[src/rtl/apb_i2c_regif_pkg.sv]
// apb_i2c_regif_pkg: register offsets, FSM state type and IRQ bit indices
package apb_i2c_regif_pkg;
  localparam int unsigned OFS_TXDATA     = 'h00;
  localparam int unsigned OFS_RXDATA     = 'h04;
  localparam int unsigned OFS_CONFIG     = 'h08;
  localparam int unsigned OFS_TIMEOUT    = 'h0C;
  localparam int unsigned OFS_STATUS     = 'h10;
  localparam int unsigned OFS_IRQ_STATUS = 'h14;
  localparam int unsigned OFS_IRQ_MASK   = 'h18;
  localparam int IRQ_TXE = 0;
  localparam int IRQ_RXA = 1;
  localparam int IRQ_ERR = 2;
  localparam int IRQ_W   = 3;
  typedef enum logic [1:0] {IDLE, ACCESS, RESP} regif_state_t;
endpackage

[src/rtl/apb_i2c_irq_ctrl.sv]
// apb_i2c_irq_ctrl: edge-latched interrupt status with W1C, mask and registered irq
module apb_i2c_irq_ctrl import apb_i2c_regif_pkg::*; (
  input  logic             clk,
  input  logic             rst_n,
  input  logic             i_tx_empty,
  input  logic             i_rx_empty,
  input  logic             i_i2c_error,
  input  logic [IRQ_W-1:0] i_w1c,
  input  logic             i_mask_we,
  input  logic [IRQ_W-1:0] i_mask_d,
  output logic [IRQ_W-1:0] o_status,
  output logic [IRQ_W-1:0] o_mask,
  output logic             o_irq
);
  logic r_tx_q, r_rx_q, r_err_q, r_irq;
  logic [IRQ_W-1:0] r_status, r_mask, w_set;
  assign w_set[IRQ_TXE] = i_tx_empty & ~r_tx_q;
  assign w_set[IRQ_RXA] = ~i_rx_empty & r_rx_q;
  assign w_set[IRQ_ERR] = i_i2c_error & ~r_err_q;
  assign o_status = r_status;
  assign o_mask   = r_mask;
  assign o_irq    = r_irq;
  // Sample levels, latch edges (a same-cycle set beats the clear), hold mask, register irq
  always_ff @(posedge clk or negedge rst_n)
    if (!rst_n) begin
      r_tx_q   <= 1'b0;
      r_rx_q   <= 1'b0;
      r_err_q  <= 1'b0;
      r_status <= '0;
      r_mask   <= '0;
      r_irq    <= 1'b0;
    end else begin
      r_tx_q   <= i_tx_empty;
      r_rx_q   <= i_rx_empty;
      r_err_q  <= i_i2c_error;
      r_status <= (r_status & ~i_w1c) | w_set;
      if (i_mask_we) r_mask <= i_mask_d;
      r_irq    <= |(r_status & r_mask);
    end
endmodule

[src/rtl/apb_i2c_regif.sv]
// apb_i2c_regif: APB3 register slave for the I2C core; APB_I2C_REGIF_PSTRB_EN adds byte strobes
module apb_i2c_regif import apb_i2c_regif_pkg::*; #(
  parameter int ADDR_W      = 8,
  parameter int DATA_W      = 32,
  parameter int CFG_W       = 14,
  parameter int TMO_W       = 14,
  parameter int WAIT_STATES = 0
) (
  input  logic                PCLK,
  input  logic                PRESETn,
  input  logic                PSELx,
  input  logic                PENABLE,
  input  logic                PWRITE,
  input  logic [31:0]         PADDR,
  input  logic [DATA_W-1:0]   PWDATA,
`ifdef APB_I2C_REGIF_PSTRB_EN
  input  logic [DATA_W/8-1:0] PSTRB,
`endif
  output logic [DATA_W-1:0]   PRDATA,
  output logic                PREADY,
  output logic                PSLVERR,
  output logic [DATA_W-1:0]   tx_wdata,
  output logic                tx_wr_en,
  input  logic                tx_full,
  input  logic                tx_empty,
  output logic                rx_rd_en,
  input  logic [DATA_W-1:0]   rx_rdata,
  input  logic                rx_empty,
  input  logic                i2c_error,
  output logic [CFG_W-1:0]    cfg_config,
  output logic [TMO_W-1:0]    cfg_timeout,
  output logic                irq
);
  regif_state_t r_state, w_next;
  logic [3:0] r_cnt;
  logic [31:0] r_addr;
  logic [ADDR_W-1:0] w_ofs;
  logic [DATA_W-1:0] r_wdata, r_rdata, w_bmask, w_rd;
  logic [IRQ_W-1:0] w_status, w_mask, w_w1c, w_msk_d;
  logic r_write, r_ready, r_err, r_rx;
  logic w_hi_ok, w_tx, w_rx, w_cfg, w_tmo, w_st, w_ist, w_msk, w_err, w_commit, w_wr, w_strb_ok;
`ifdef APB_I2C_REGIF_PSTRB_EN
  logic [DATA_W/8-1:0] r_strb;
  // Capture the byte strobes with the rest of the setup phase
  always_ff @(posedge PCLK or negedge PRESETn)
    if (!PRESETn) r_strb <= '0;
    else if (r_state == IDLE && w_next == ACCESS) r_strb <= PSTRB;
  // Expand byte strobes into a per-bit write mask
  always_comb begin
    w_bmask = '0;
    for (int i = 0; i < DATA_W/8; i++) w_bmask[i*8 +: 8] = {8{r_strb[i]}};
  end
`else
  assign w_bmask = '1;
`endif
  assign w_strb_ok = &w_bmask;
  assign w_ofs   = r_addr[ADDR_W-1:0];
  assign w_hi_ok = (r_addr >> ADDR_W) == 32'd0;
  assign w_tx    = w_hi_ok && w_ofs == ADDR_W'(OFS_TXDATA);
  assign w_rx    = w_hi_ok && w_ofs == ADDR_W'(OFS_RXDATA);
  assign w_cfg   = w_hi_ok && w_ofs == ADDR_W'(OFS_CONFIG);
  assign w_tmo   = w_hi_ok && w_ofs == ADDR_W'(OFS_TIMEOUT);
  assign w_st    = w_hi_ok && w_ofs == ADDR_W'(OFS_STATUS);
  assign w_ist   = w_hi_ok && w_ofs == ADDR_W'(OFS_IRQ_STATUS);
  assign w_msk   = w_hi_ok && w_ofs == ADDR_W'(OFS_IRQ_MASK);
  assign w_err   = !((w_tx && r_write && !tx_full && w_strb_ok) || (w_rx && !r_write && !rx_empty) ||
                     w_cfg || w_tmo || w_ist || w_msk || (w_st && !r_write));
  assign w_commit = r_state == ACCESS && PSELx && r_cnt == 4'd0;
  assign w_wr     = w_commit && r_write && !w_err;
  assign tx_wr_en = w_commit && w_tx && !w_err;
  assign rx_rd_en = w_commit && w_rx && !w_err;
  assign tx_wdata = r_wdata;
  assign w_rd = w_cfg ? DATA_W'(cfg_config) : w_tmo ? DATA_W'(cfg_timeout) :
                w_st  ? DATA_W'({i2c_error, rx_empty, tx_empty}) :
                w_ist ? DATA_W'(w_status) : w_msk ? DATA_W'(w_mask) : '0;
  assign w_w1c   = (w_wr && w_ist) ? r_wdata[IRQ_W-1:0] & w_bmask[IRQ_W-1:0] : '0;
  assign w_msk_d = (w_mask & ~w_bmask[IRQ_W-1:0]) | (r_wdata[IRQ_W-1:0] & w_bmask[IRQ_W-1:0]);
  assign PRDATA  = r_rx ? rx_rdata : r_rdata;
  assign PREADY  = r_ready;
  assign PSLVERR = r_err;
  // Next state: setup starts an access, deselect aborts it, commit moves to the response
  always_comb begin
    w_next = r_state;
    case (r_state)
      IDLE:    if (PSELx && !PENABLE) w_next = ACCESS;
      ACCESS:  if (!PSELx) w_next = IDLE; else if (r_cnt == 4'd0) w_next = RESP;
      default: w_next = IDLE;
    endcase
  end
  // State, wait counter, captured transfer and the one-cycle registered response
  always_ff @(posedge PCLK or negedge PRESETn)
    if (!PRESETn) begin
      r_state <= IDLE;
      r_cnt   <= '0;
      r_addr  <= '0;
      r_write <= 1'b0;
      r_wdata <= '0;
      r_ready <= 1'b0;
      r_err   <= 1'b0;
      r_rx    <= 1'b0;
      r_rdata <= '0;
    end else begin
      r_state <= w_next;
      if (r_state == IDLE && w_next == ACCESS) begin
        r_cnt   <= 4'(WAIT_STATES);
        r_addr  <= PADDR;
        r_write <= PWRITE;
        r_wdata <= PWDATA;
      end else if (r_state == ACCESS && r_cnt != 4'd0) r_cnt <= r_cnt - 4'd1;
      r_ready <= w_commit;
      r_err   <= w_commit && w_err;
      r_rx    <= rx_rd_en;
      r_rdata <= (w_commit && !r_write && !w_err) ? w_rd : '0;
    end
  // Configuration registers, written at commit in the enabled byte lanes
  always_ff @(posedge PCLK or negedge PRESETn)
    if (!PRESETn) begin
      cfg_config  <= '0;
      cfg_timeout <= '0;
    end else begin
      if (w_wr && w_cfg) cfg_config  <= (cfg_config & ~w_bmask[CFG_W-1:0]) | (r_wdata[CFG_W-1:0] & w_bmask[CFG_W-1:0]);
      if (w_wr && w_tmo) cfg_timeout <= (cfg_timeout & ~w_bmask[TMO_W-1:0]) | (r_wdata[TMO_W-1:0] & w_bmask[TMO_W-1:0]);
    end
  apb_i2c_irq_ctrl u_irq (
    .clk         (PCLK),
    .rst_n       (PRESETn),
    .i_tx_empty  (tx_empty),
    .i_rx_empty  (rx_empty),
    .i_i2c_error (i2c_error),
    .i_w1c       (w_w1c),
    .i_mask_we   (w_wr && w_msk),
    .i_mask_d    (w_msk_d),
    .o_status    (w_status),
    .o_mask      (w_mask),
    .o_irq       (irq)
  );
endmodule
[config.mk]
export PLATFORM = sky130hd
export DESIGN_NAME = apb_i2c_regif
export DESIGN_NICKNAME = d
export VERILOG_FILES = /design/src/rtl/apb_i2c_regif_pkg.sv /design/src/rtl/apb_i2c_irq_ctrl.sv /design/src/rtl/apb_i2c_regif.sv
export SDC_FILE = /design/constraint.sdc
export NUM_CORES = 1
export LEC_CHECK = 0
export ABC_AREA = 1
export BUFFER_PORTS_ARGS = -buffer_cell sky130_fd_sc_hd__buf_2
export CAP_MARGIN = 20
export CORE_ASPECT_RATIO = 1.75
export CORE_MARGIN = 2
export CORE_UTILIZATION = 50
export CTS_CLUSTER_DIAMETER = 120
export DETAILED_ROUTE_END_ITERATION = 10
export PLACE_DENSITY = 0.76
export SYNTH_ARGS = -nofsm -noshare
export SYNTH_HDL_FRONTEND = slang
export SYNTH_SLANG_ARGS = --single-unit
[constraint.sdc]
create_clock -name PCLK -period 2.5 [get_ports PCLK]
set_clock_uncertainty 0.2 [all_clocks]
set_input_delay 0.125 -clock PCLK [delete_from_list [all_inputs] [get_ports PCLK]]
set_output_delay 0.125 -clock PCLK [all_outputs]
set_load 0.02 [all_outputs]
==> results of run 1 <==
[cell usage after synthesis]
cell type,instances,share of area
nand3_4,4,0.012
nor3_4,2,0.0054
a21oi_1,1,0.00083
o22ai_1,1,0.0010
nor4_4,1,0.0035
nor2_4,2,0.0038
clkinv_1,2,0.0013
nor4_1,2,0.0021
mux2_2,14,0.026
buf_2,11,0.0092
nor2_8,1,0.0033
o21ai_0,40,0.033
o41ai_1,1,0.0015
nand2_2,1,0.0010
nor2_1,45,0.028
buf_4,4,0.0050
o21ai_1,2,0.0017
buf_1,3,0.0019
clkbuf_1,11,0.0069
nand3_1,19,0.016
nand3_2,1,0.0017
dfrtp_1,126,0.53
nand2_1,278,0.17
buf_6,2,0.0038
nor3_1,5,0.0042
o211ai_1,2,0.0025
nor3_2,1,0.0017
nand4_1,33,0.034
ha_1,1,0.0021
inv_2,7,0.0044
inv_1,117,0.073
or2_2,2,0.0021
xnor2_1,1,0.0015
nor2_2,4,0.0042
[per-stage QoR]
stage / hold slack, ns / util / setup TNS, ns / std cells / area, um^2
floorplan: -0.371 / - / 0 / 747 / 5990
global placement: -0.0606 / 0.617 / 0 / 1068 / 7190
detailed placement: -0.0658 / 0.617 / 0 / 1068 / 7190
CTS: 0.0310 / 0.753 / 0 / 1196 / 8770
global route: 0.0897 / 0.763 / -0.205 / 1203 / 8890
finish: 0.0604 / 0.763 / 0 / 1203 / 8890
[cells in the final DEF, fill, tap and decap left out, drive strengths merged]
cell type    synthesis  final
dfrtp              126    126
buf                 20    226
or2                  2      2
nor3                 8      8
dlygate4sd3          0     94
xnor2                1      1
clkinv               2      9
clkbuf              11     19
clkinvlp             0      4
mux2                14     14
a21oi                1      1
bufinv               0      2
nor4                 3      3
nand3               24     24
o41ai                1      1
nor2                52     52
nand2              279    279
inv                124    124
ha                   1      1
nand4               33     33
o22ai                1      1
o211ai               2      2
o21ai               42     42
[final cells by class]
cell class	instances	area [um^2]
sequential	126	3150
fill	803	2760
multi-input combinational	464	2300
timing repair buffer	320	2200
inverter	126	477
clock buffer	19	443
tap	135	169
clock inverter	13	141
[repair_timing]
action | 4_1_cts | 5_1_grt
setup endpoints to repair | 2 | 6
setup buffers | 2 | 7
hold buffers | 94 | 0
endpoints found under the hold margin | 203 | 0
gates resized for setup | 12 | 16
pin swaps | 2 | 9
[power breakdown]
group          switching (mW)  leakage [nW]  internal, mW  total, mW
Clock                   0.936         0.279          1.49       2.43
Combinational            1.12          3.01         0.607       1.73
Sequential              0.271          1.48          2.46       2.73
[cell families (layout without fill, tap and decap cells)]
kind of cell | count (synthesis) | after routing | synth area share
AOI/OAI and AO/OA | 47 | 47 | 0.0409
xor gates and xnor gates | 1 | 1 | 0.00146
adders and majority gates | 1 | 1 | 0.00209
buffers and inverters | 157 | 478 | 0.106
DFF | 126 | 126 | 0.526
muxes | 14 | 14 | 0.0263
and+or+nand+nor | 401 | 401 | 0.297
[per-layer routing]
metal	wire, um	GRT usage	up-vias
li1	-	-	2909
met1	6370	0.279	2875
met2	10400	0.551	256
met3	1070	0.0653	55
met4	476	0.112	0
met5	0	0	-
[critical path: cells and delay by family, from the launching register on]
family	cells	cell delay, ns
DFF	1	0.38
and+or+nand+nor	11	1.19
buffers and inverters	1	0.12
[flip-flops by register name (all words and copies together), names as in the netlist, 2 cells and up]
name / count
r_cnt: 4
tx_wdata: 32
r_state: 2
u_irq.o_mask: 3
cfg_config: 14
r_rdata: 14
r_addr: 32
cfg_timeout: 14
u_irq.o_status: 3
[path summary, 6_finish.rpt]
check,startpoint,end
min reg2reg,r_addr[0]$_DFFE_PN0P_,r_addr[0]$_DFFE_PN0P_
min,PRESETn,r_rx$_DFF_PN0_
max,r_addr[16]$_DFFE_PN0P_,tx_wr_en
max in group asynchronous,PRESETn,r_addr[9]$_DFFE_PN0P_
max reg2reg,r_addr[16]$_DFFE_PN0P_,cfg_config[2]$_DFFE_PN0P_
min in group PCLK,i2c_error,u_irq.r_err_q$_DFF_PN0_
==> out/results.txt, run 1 <==
status: finished, final reports clean
Slew Viols, Final: 0
CORE AREA: 11600 um^2
Req. time, crit path: 2.17 ns
synthesized area: 5990 um^2
total number of vias: 6095
Crit-path slowest cell: dfrtp_1
Final Hold Fails: 0
worst path cell trace: nor2_1 > nand2_1 > nor2_4 > nand3_4 > nor2_4 > nand2_2 > nor2_2 > nor2_1 > nand2_2 > nand2_4 > nor2_4 > buf_6
CP most frequent cell: nor2_4
Crit Path Category: flop to output port
post-synthesis cell count: 747
Worst EP arrival: 2.10 ns
total wire length: 18300 um
crit path capture type: output port
RSZ-0062 raised after global routing: true
Final GP Congestion: 0.881
Placement Setup Slack: 0.204 ns
Max Cap Viol: 0
FP Rows: 52
Worst IR Drop VDD: 0.000733 V
vias in the first global route: 6090
starting density of the core: 0.515
Num CTS Buffers: 17
HP Class: primary input to async pin
CTS root buf: clkbuf_16
# setup viols final: 0
nets: 1161
full die area: 12900 um^2
initial antenna violation count: 0
global-route wire length before repair: 28200 um
Worst Max-Slew Pin Slew: 0.529 ns
Clock transition at path regs: 0.06 ns
largest net degree at the start of global routing: 63
Critical Path Fanout Max: 5
Overall Power: 6.88 mW
Synth cell types: 34
syn avg cell area: 8.02 um^2
DR iter-0 viols: 313
DR WL/cell: 15.2 um
CTS Buffer Depth: 2
net count after synthesis: 853
Max Fclk: 0.413 GHz
pwr dens: 775 nW/um^2
fin crit share: 0.968
ANT cells: 0
layout cells sized above 1: 0.293
post-layout min period: 2.42 ns
PnR worst setup slack: 0.0793 ns
GRT overflow: 0
R2R cell count: 12
Startpoint Class: flop
Die X: 86.8 um
static leakage: 4.77 nW
clock sinks: 126
FF+latch count, synth: 126
Die Y: 149 um
total track usage: 0.284
io pins: 202
H-tree depth: 4
max_slew headroom: 0.648
register-to-register setup slack: 0.18 ns
Layout area overhead: 48.3%
yosys warns: 0
crit-path max cell delay: 0.38 ns
CTS tree: built
DRC violations left: 0
post-synthesis sequential area ratio: 0.526
PortBufs: 201
vias per cell: 5.07
DR pass1 iterations: 6
Clock Latency Late Sink: 0.42 ns
placed wire-length estimate: 10900 um
Routed Antenna Nets: 0
(Power assumes the default switching activity.)
==> run 2, diff against run 1 <==
--- a/constraint.sdc
+++ b/constraint.sdc
@@ -4,2 +4,2 @@
 set_output_delay 0.125 -clock PCLK [all_outputs]
-set_load 0.02 [all_outputs]
+set_load 0.01 [all_outputs]
==> out/results.txt, run 2 (synthesized netlist as in run 1, its figures left out) <==
status: finished, final reports clean
register-to-register setup slack: 0.11 ns
ANT cells: 0
starting density of the core: 0.515
HP Class: primary input to async pin
io pins: 202
commonest non-fill, non-tap cells in the layout: nand2_1, buf_2, dfrtp_1
CTS Buffer Depth: 2
DRC violations left: 0
Worst Max-Slew Pin Slew: 0.496 ns
full die area: 12900 um^2
Num CTS Buffers: 17
Max Cap Viol: 0
R2R cell count: 6
# setup viols final: 0
clock sinks: 126
worst setup path endpoint: tx_wdata[2]$_DFFE_PN0P_
PortBufs: 201
Slew Viols, Final: 0
CTS root buf: clkbuf_16
crit-path max cell delay: 0.58 ns
max_slew headroom: 0.667
Layout area overhead: 45.9%
worst path cell trace: nor4_4 > buf_4 > nand2_1 > dlygate4sd3_1 > o21ai_0 > dlygate4sd3_1
Req. time, crit path: 2.65 ns
Clock Latency Late Sink: 0.41 ns
pwr dens: 782 nW/um^2
Die Y: 149 um
Routed Antenna Nets: 0
Max Fclk: 0.418 GHz
Levels on crit path: 6
post-layout min period: 2.39 ns
nets: 1147
Overall Power: 6.84 mW
initial antenna violation count: 0
PnR worst setup slack: 0.109 ns
Crit Path Category: flop to flop
reg-to-reg startpoint: r_state[0]$_DFF_PN0_
vias in the first global route: 5909
Critical path buffers and inverters: 3
Die X: 86.8 um
Crit-path slowest cell: dlygate4sd3_1
DR pass1 iterations: 4
DR iter-0 viols: 284
CP most frequent cell: dlygate4sd3_1
worst setup path start: r_state[0]$_DFF_PN0_
vias per cell: 4.98
Startpoint Class: flop
Final GP Congestion: 0.878
total track usage: 0.265
crit path capture type: flop
Placement Setup Slack: 0.0976 ns
total wire length: 16900 um
CTS tree: built
DR WL/cell: 14.2 um
Critical Path Fanout Max: 6
FF-to-FF End: tx_wdata[2]$_DFFE_PN0P_
GRT overflow: 0
Clock transition at path regs: 0.06 ns
fin crit share: 0.956
largest net degree at the start of global routing: 53
global-route wire length before repair: 26800 um
total number of vias: 5926
commonest non-fill, non-tap cell in the layout: nand2_1
layout cells sized above 1: 0.297
CORE AREA: 11600 um^2
H-tree depth: 4
Worst EP arrival: 2.54 ns
static leakage: 4.81 nW
FP Rows: 52
Final Hold Fails: 0
placed wire-length estimate: 10900 um
Worst IR Drop VDD: 0.000753 V
CP delay by family, top: buffers and inverters
-- run 2: cell count changes in the layout (fill, tap and decap cells not counted), sizes merged --
cell | previous run | this run
dlygate4sd3 | 94 | 77
buf | 226 | 228
bufinv | 2 | 4
clkbuf | 19 | 17
clkinvlp | 4 | 2
clkinv | 9 | 10
inv | 124 | 125
nand3 | 24 | 25
-- run 2: worst min path at each step --
stage	to	depth (start not counted)	start	slack, ns
5_1_grt	u_irq.o_mask[1]$_DFFE_PN0P_	3	PRESETn	0.11
6_report	r_cnt[1]$_DFFE_PN0P_	3	PRESETn	0.08
2_1_floorplan	PREADY$_DFF_PN0_	0	PRESETn	-0.37
3_3_place_gp	tx_wdata[17]$_DFFE_PN0P_	1	PRESETn	-0.15
3_5_place_dp	tx_wdata[17]$_DFFE_PN0P_	1	PRESETn	-0.15
4_1_cts	tx_wdata[15]$_DFFE_PN0P_	3	PRESETn	0.07
-- run 2: through the flow --
stage | setup TNS (ns) | cell area, um^2 | hold WS (ns) | std cells | utilization
3_5_place_dp | 0 | 7160 | -0.149 | 1068 | 0.615
5_1_grt | -0.0615 | 8740 | 0.108 | 1189 | 0.751
4_1_cts | 0 | 8640 | 0.0690 | 1183 | 0.742
2_1_floorplan | 0 | 5990 | -0.371 | 747 | -
6_report | 0 | 8740 | 0.0808 | 1189 | 0.751
3_3_place_gp | 0 | 7160 | -0.155 | 1068 | 0.615
-- run 2: area by class of cell --
cell class | count | area [um^2]
repair buffers | 305 | 2020
multi-input cells | 465 | 2310
clock buffers | 17 | 425
flip-flops and latches | 126 | 3150
well taps | 135 | 169
inverters | 126 | 473
clock inverters | 15 | 195
fillers | 860 | 2900
-- run 2: worst reg2reg max path, stage by stage (launching register included) --
cell,delay [ns]
dfrtp_1,0.40
nor4_4,0.27
buf_4,0.18
nand2_1,0.05
dlygate4sd3_1,0.56
o21ai_0,0.09
dlygate4sd3_1,0.58
-- run 2: layer usage --
| metal | routed length, um | track usage | up-vias |
|---|---|---|---|
| met2 | 9240 | 0.492 | 230 |
| met4 | 650 | 0.129 | 0 |
| met5 | 0 | 0 | - |
| li1 | - | - | 2878 |
| met3 | 1000 | 0.0576 | 53 |
| met1 | 6010 | 0.273 | 2765 |
-- run 2: what timing repair did --
item | CTS | global route
pin swaps | 5 | 9
cloned | 0 | 1
resized for setup | 12 | 9
buffers inserted | 6 | 4
hold buffers | 77 | 0
endpoints found under the hold margin | 200 | 0
setup endpoints to repair | 2 | 41
-- run 2: power by group --
group	leakage, nW	internal [mW]	switching, mW	total, mW
Combinational	3.03	0.595	0.935	1.53
Sequential	1.48	2.46	0.270	2.73
Clock	0.303	1.66	0.917	2.58
==> run 3, diff against run 2 <==
Settings changed: CAP_MARGIN 20 to not set, CORE_UTILIZATION 50 to 51, PLACE_DENSITY 0.76 to 0.78.
==> out/results.txt, run 3 (synthesized netlist as in run 1, its figures left out) <==
H-tree depth: 4
clock sinks: 126
reg-to-reg startpoint: r_addr[19]$_DFFE_PN0P_
Critical Path Fanout Max: 6
Clock Latency Late Sink: 0.41 ns
CTS tree: built
HP Class: primary input to async pin
DRC violations left: 0
GRT overflow: 0
Multi-input gate area: 2280 um^2
total wire length: 17600 um
Clock transition at path regs: 0.06 ns
ANT cells: 0
max_slew headroom: 0.624
Max Cap Viol: 0
post-layout min period: 2.46 ns
Die X: 85.9 um
Req. time, crit path: 2.17 ns
PnR worst setup slack: 0.0403 ns
Routed Antenna Nets: 0
# setup viols final: 0
RSZ-0062 raised after global routing: true
Met1 Wirelength: 6130 um
layout cells sized above 1: 0.299
Worst IR Drop VDD: 0.000609 V
Placement Setup Slack: 0.141 ns
pwr dens: 765 nW/um^2
DR pass1 iterations: 7
DR WL/cell: 14.7 um
Crit Path Category: flop to output port
vias in the first global route: 5787
Worst Max-Slew Pin Slew: 0.560 ns
starting density of the core: 0.520
crit path capture type: output port
FF+latch area: 3150 um^2
Startpoint Class: flop
vias per cell: 4.99
Net Sw Power: 2.07 mW
placed instance count: 1067
cell-internal power: 4.61 mW
Worst EP arrival: 2.13 ns
Final GP Congestion: 0.932
Layout area overhead: 45.7%
PortBufs: 201
FILL cells: 797
worst setup path start: r_addr[19]$_DFFE_PN0P_
io pins: 202
Met2 Routed Length: 9710 um
global-route wire length before repair: 27300 um
Max Fclk: 0.407 GHz
Clock power frac: 0.371
DP Area: 7170 um^2
initial antenna violation count: 0
static leakage: 4.80 nW
CTS root buf: clkbuf_16
Sw Share: 0.309
final cell count without fillers: 1194
fin crit share: 0.984
placed wire-length estimate: 10900 um
commonest non-fill, non-tap cells in the layout: nand2_1, buf_2, dfrtp_1
CORE AREA: 11500 um^2
Top Metal Used: met4
Slew Viols, Final: 0
total track usage: 0.275
largest net degree at the start of global routing: 76
FP Rows: 52
Finished Cell Area: 8730 um^2
Util after Layout: 0.758
part of the power in registers: 0.407
status: finished, final reports clean
Comb pwr share: 0.222
nets: 1152
Final Hold Fails: 0
Die Y: 147 um
CTS Buffer Depth: 2
wire length on met3: 1230 um
Num CTS Buffers: 17
commonest non-fill, non-tap cell in the layout: nand2_1
DR iter-0 viols: 387
total number of vias: 5961
full die area: 12700 um^2
run 3: path summary, 6_finish.rpt:
check	end	slack (ns)	cells after the start
setup / recovery	rx_rd_en	0.04	12
hold / removal	r_rdata[10]$_DFF_PN0_	0.03	2
setup reg to reg	cfg_timeout[1]$_DFFE_PN0P_	0.11	13
hold reg to reg	u_irq.o_status[1]$_DFF_PN0_	0.26	2
max in group asynchronous	tx_wdata[23]$_DFFE_PN0P_	1.35	3
min in group PCLK	u_irq.r_err_q$_DFF_PN0_	0.18	2
run 3: worst max-delay path, stage by stage (launching register included):
cell and delay [ns]:
dfrtp_1 0.38, nor2_1 0.11, nand2_1 0.09, nor2_4 0.18, nand3_4 0.11, nor2_4 0.17
o21ai_2 0.10, nand2_1 0.08, nor2_1 0.04, nand2_2 0.11, nand2_2 0.09, nor2_4 0.13
buf_2 0.14
run 3: power by group through the flow:
stage / sequential (mW) / combinational [mW] / clock (mW)
4_1_cts: 2.70 / 1.43 / 2.50
2_1_floorplan: 2.78 / 0.714 / 0
5_1_grt: 2.76 / 1.66 / 2.59
3_3_place_gp: 2.72 / 1.29 / 0
3_5_place_dp: 2.72 / 1.32 / 0
6_report: 2.72 / 1.49 / 2.48
run 3: stage by stage:
stage	setup TNS (ns)	hold slack, ns	power (mW)
3_3_place_gp	0	-0.0735	4.00
4_1_cts	0	0.0474	6.63
3_5_place_dp	0	-0.0706	4.04
5_1_grt	-0.315	0.0845	7.01
6_report	0	0.0279	6.68
2_1_floorplan	0	-0.371	3.49
run 3: layer usage:
layer / vias to the layer above / track usage
li1: 2883 / -
met1: 2749 / 0.298
met2: 284 / 0.511
met3: 45 / 0.0519
met4: 0 / 0.113
met5: - / 0
run 3: layout make-up:
cell class,count,share of cell area
timing repair buffer,310,0.236
tap,135,0.0193
sequential,126,0.361
multi-input combinational,465,0.261
clock inverter,11,0.0162
inverter,126,0.0542
clock buffer,21,0.0516
run 3: timing repair:
action | CTS | global route
setup endpoints to repair | 2 | 27
setup buffers | 3 | 16
hold buffers | 75 | 0
resized for setup | 7 | 9
pin swaps | 1 | 14
gates cloned | 0 | 1
endpoints found under the hold margin | 203 | 0
